`src/rtl/mandel_coord_gen.sv`:
```
// mandel_coord_gen: raster-order complex-coordinate generator feeding the Mandelbrot iterator
//   clk, reset (async, active-high)
//   start, x_start, y_start, step : frame request and origin/pitch (latched on accepted start)
//   out_val/out_rdy, out_c_r, out_c_i, out_x, out_y : per-pixel coordinate stream, signed Q4.23
//   busy (RUN or DONE), frame_done (one-cycle pulse after the last pixel)
//   MANDEL_COORD_GEN_LOOP_EN : when defined, frames repeat until reset
module mandel_coord_gen #(
    parameter int H_RES = 640,
    parameter int V_RES = 480,
    parameter int W     = 27
) (
    input  logic                     clk,
    input  logic                     reset,
    input  logic                     start,
    input  logic [W-1:0]             x_start,
    input  logic [W-1:0]             y_start,
    input  logic [W-1:0]             step,
    output logic                     out_val,
    input  logic                     out_rdy,
    output logic [W-1:0]             out_c_r,
    output logic [W-1:0]             out_c_i,
    output logic [$clog2(H_RES)-1:0] out_x,
    output logic [$clog2(V_RES)-1:0] out_y,
    output logic                     busy,
    output logic                     frame_done
);
    localparam int XW = $clog2(H_RES);
    localparam int YW = $clog2(V_RES);
    localparam logic [1:0] IDLE = 2'd0;
    localparam logic [1:0] RUN  = 2'd1;
    localparam logic [1:0] DONE = 2'd2;
    logic [1:0]   state;
    logic [W-1:0] xs, ys, st;
    logic         last_x, last_y;
    assign last_x     = out_x == XW'(H_RES - 1);
    assign last_y     = out_y == YW'(V_RES - 1);
    assign out_val    = state == RUN;
    assign busy       = state == RUN || state == DONE;
    assign frame_done = state == DONE;
    always_ff @(posedge clk or posedge reset) begin
        if (reset) begin
            state   <= IDLE;
            xs      <= '0;
            ys      <= '0;
            st      <= '0;
            out_c_r <= '0;
            out_c_i <= '0;
            out_x   <= '0;
            out_y   <= '0;
        end else begin
            case (state)
                IDLE: if (start) begin
                    state   <= RUN;
                    xs      <= x_start;
                    ys      <= y_start;
                    st      <= step;
                    out_c_r <= x_start;
                    out_c_i <= y_start;
                    out_x   <= '0;
                    out_y   <= '0;
                end
                RUN: if (out_rdy) begin
                    if (!last_x) begin
                        out_x   <= out_x + XW'(1);
                        out_c_r <= out_c_r + st;
                    end else if (!last_y) begin
                        // imaginary axis decreases going down the frame
                        out_x   <= '0;
                        out_y   <= out_y + YW'(1);
                        out_c_r <= xs;
                        out_c_i <= out_c_i - st;
                    end else begin
                        state <= DONE;
                    end
                end
`ifdef MANDEL_COORD_GEN_LOOP_EN
                DONE: begin
                    state   <= RUN;
                    out_c_r <= xs;
                    out_c_i <= ys;
                    out_x   <= '0;
                    out_y   <= '0;
                end
`else
                DONE: state <= IDLE;
`endif
                default: state <= IDLE;
            endcase
        end
    end
endmodule

```
`config.mk`:
```
export PLATFORM = sky130hd
export DESIGN_NAME = mandel_coord_gen
export DESIGN_NICKNAME = d
export VERILOG_FILES = /design/src/rtl/mandel_coord_gen.sv
export SDC_FILE = /design/constraint.sdc
export NUM_CORES = 1
export LEC_CHECK = 0
export CORE_AREA = 2 2 150 152
export CTS_CLUSTER_DIAMETER = 40
export CTS_CLUSTER_SIZE = 40
export DETAILED_ROUTE_END_ITERATION = 10
export DIE_AREA = 0 0 152 154
export GPL_ROUTABILITY_DRIVEN = 0
export GPL_TIMING_DRIVEN = 1
export PLACE_DENSITY = 0.66
export SLEW_MARGIN = 20
export SYNTH_ARGS = -nofsm -noshare
export SYNTH_HDL_FRONTEND = slang
export SYNTH_SLANG_ARGS = --single-unit
```
`constraint.sdc`:
```
create_clock -name clk -period 4.9 [get_ports clk]
set_input_delay 1.225 -clock clk [delete_from_list [all_inputs] [get_ports clk]]
set_output_delay 1.225 -clock clk [all_outputs]
set_load 0.005 [all_outputs]
```
==> results.cfg <==
[timing]
tightest_slew_ns = 1.059
setup_viol = 0
rsz0062_at_grt = no
final_max_slew_viol_count = 0
timing.final.crit_share = 0.6854
finalHoldViolations = 0
min_period_ns = 3.358
fin_setup_tns_ns = 0
max_clock_freq_mhz = 297.8
skew_ns = 0.01150
slew_headroom = 0.2937

[min_path]
worstHoldPathType = flip-flop to flip-flop

[power]
p_leak_nw = 4.900
ir_drop_mv = 0.3323
power_mw = 9.145
powerDensity_nw_per_um2 = 821.4

[clock_tree]
post_cts_buffers = 0
clkTransAtPathRegs_ns = 0.06
clk_latency_ns = 0.43
cts_tree = built
clkSinkCount = 129
cts_max_level = 4
numCtsBuffers = 17
hold_buffers = 0
post_cts_resized = 0
cts_root_buf = clkbuf_16
clockBufferDepth = 2

[layout]
nNetsFinal = 1262
drive_above_1_share = 0.1070
n_antenna_cell = 0
area_delta_synth_final_pct = 29.01

[critical_path]
slowest_stage = o31ai_4
cp_data_arrival_time_ns = 3.65
cpLargestDelayFamily = compound AO/OA/AOI/OAI gates
slowest_delay_ns = 0.78
critPathBufInv = 1
cp-end-kind = flip-flop
crit_path_max_fanout = 41
critPathRequiredTime_ns = 5.19
cp_cell_sequence = ha_1 -> nand4_1 -> or4_1 -> o31ai_4 -> buf_4 -> nor3_1 -> a21oi_1 -> o21ai_1
worstSetupPathType = flip-flop to flip-flop
startpoint_type = flip-flop

[drt]
antenna_left = 0
drc = 0
wire_per_inst_um = 18.11
vias_per_cell = 5.522
totalWireLength_mm = 25.55
vias = 7792
drtIter0Drc = 504
first_pass_iters = 5

[synthesis]
synth_largest_area_cell = dfrtp_1
yosys-top-cells-area = dfrtp_1 (37%), ha_1 (8.3%), mux2_2 (7.0%)
async_flop_share = 1.000
synth_seq_cells = 129
synth_edf_count = 0
yosysSeqAreaShare = 0.3741
syn_nets = 1115
synthDistinctLibCells = 69
synth_top_area_frac = 0.3741
syn_avg_cell_area_um2 = 8.887
netlist_area_um2 = 8630
synth_ff_type = dfrtp_1
netlist_instances = 971
yosys_warnings = 0

[global_route]
grt_pass1_wl_mm = 40.90
antenna_found_initial = 0
grt_start_max_net_pins = 52
grt_pass1_vias = 7667
grt_overflow = 0
grt_use_total = 0.2183

[die]
start_util = 0.3979
core_area_um2 = 21690
core.rowCount = 54
io_pins = 161
die-height_um = 154
dieArea_um2 = 23410
die_w_um = 152

[placement]
io_buffers = 160
hpwl_mm = 18.40

[run_status]
run_status = finished clean

[flow_run]
maxCapViolCount = 0
## kinds of logic after synthesis
family / share of synthesized area
AO/OA/AOI/OAI: 0.2297
XOR/XNOR: 0.03654
adder cells (fa/ha/maj): 0.08728
buffers and inverters: 0.03973
flip-flops: 0.3741
multiplexers: 0.08322
AND/OR/NAND/NOR: 0.1495
## tightest hold or removal path: stages, from the launching register on
cell and delay [ns]:
dfrtp_1 0.34, nand2_1 0.05, o21ai_0 0.06
## sequential cells by signal, indices dropped and copies added, names as in the netlist
| signal | flops |
|---|---|
| st | 27 |
| state | 2 |
| out_c_r | 27 |
| xs | 27 |
| out_x | 10 |
| out_c_i | 27 |
| out_y | 9 |
## layer usage
layer / vias up / global-route usage / routed length [µm]
met3: 26 / 0.04820 / 1464
met5: - / 0 / 0
met4: 0 / 0.05741 / 431
met1: 3742 / 0.2927 / 11860
li1: 3799 / - / -
met2: 225 / 0.3584 / 11800
## layout by cell type, fill, tap and decap left out, types with 9 or more instances in the layout
| master | count |
|---|---|
| nand3_1 | 28 |
| mux2_2 | 54 |
| nor3_1 | 37 |
| dfrtp_1 | 129 |
| xor2_1 | 14 |
| and3_1 | 12 |
| buf_4 | 11 |
| clkdlybuf4s50_1 | 160 |
| ha_1 | 56 |
| clkbuf_16 | 17 |
| nor2_1 | 62 |
| o211ai_1 | 12 |
| o21ai_1 | 34 |
| a21o_1 | 36 |
| inv_1 | 43 |
| a21oi_1 | 91 |
| nand2_1 | 104 |
| xnor2_1 | 22 |
| o21a_1 | 11 |
| mux2i_1 | 11 |
| nand2b_1 | 9 |
| o21ai_0 | 52 |
## layout make-up
class | instances | area [µm²]
Timing Repair Buffer | 172 | 1704
Multi-Input combinational cell | 753 | 5064
Fill cell | 2005 | 10560
Inverter | 45 | 171.4
Tap cell | 280 | 350.3
Clock inverter | 14 | 176.4
Sequential cell | 129 | 3228
Clock buffer | 18 | 439.2
## Yosys cell counts (all sizes together), types with 2 or more instances
cell type / count
dfrtp: 129
nand2: 105
a21oi: 94
o21ai: 88
nor2: 62
ha: 57
mux2: 54
inv: 45
nor3: 37
a21o: 36
clkbuf: 36
nand3: 28
xnor2: 22
xor2: 14
and3: 12
o211ai: 12
mux2i: 11
o21a: 11
a211oi: 9
nand2b: 9
buf: 8
nor2b: 8
o31ai: 8
a31oi: 7
nand4: 7
a21boi: 5
o21bai: 5
or2: 5
or3: 5
o311ai: 4
o22ai: 3
o2bb2ai: 3
a2111oi: 2
a22o: 2
a311oi: 2
fa: 2
nor4: 2
o221ai: 2
o31a: 2
o41ai: 2
or4: 2
## per-stage QoR
stage | std cells | util | instance area (µm²) | setup WS (ns) | hold slack (ns)
finish | 1411 | 0.5133 | 11130 | 1.542 | 0.4868
global placement | 1379 | 0.4849 | 10520 | 1.218 | 0.4769
CTS | 1411 | 0.5133 | 11130 | 1.534 | 0.4917
global route | 1411 | 0.5133 | 11130 | 1.276 | 0.5155
floorplan | 971 | - | 8630 | 0.2340 | 0.4504
detailed placement | 1379 | 0.4849 | 10520 | 1.152 | 0.4766
## power by group
part           leakage (nW)  total, mW  internal (mW)  switching, mW
registers              1.57       2.04           1.56          0.476
clock network         0.298       1.36          0.822          0.535
logic                  3.04       5.75           2.65           3.10
total                  4.90       9.14           5.03           4.11
## path summary, 6_finish.rpt
| check | startpoint | to | slack, ns | cells past startpoint |
|---|---|---|---|---|
| max | out_y[0] | out_x[8] | 1.54 | 8 |
| min in group asynchronous | reset | out_x[2] | 1.25 | 2 |
| min | xs[13] | xs[13] | 0.49 | 2 |
| max reg2reg | out_y[0] | out_x[8] | 1.54 | 8 |
| max in group asynchronous | reset | out_c_i[11] | 2.75 | 3 |
| min reg2reg | xs[13] | xs[13] | 0.49 | 2 |
Note: power is estimated with default switching activity, not from simulation.
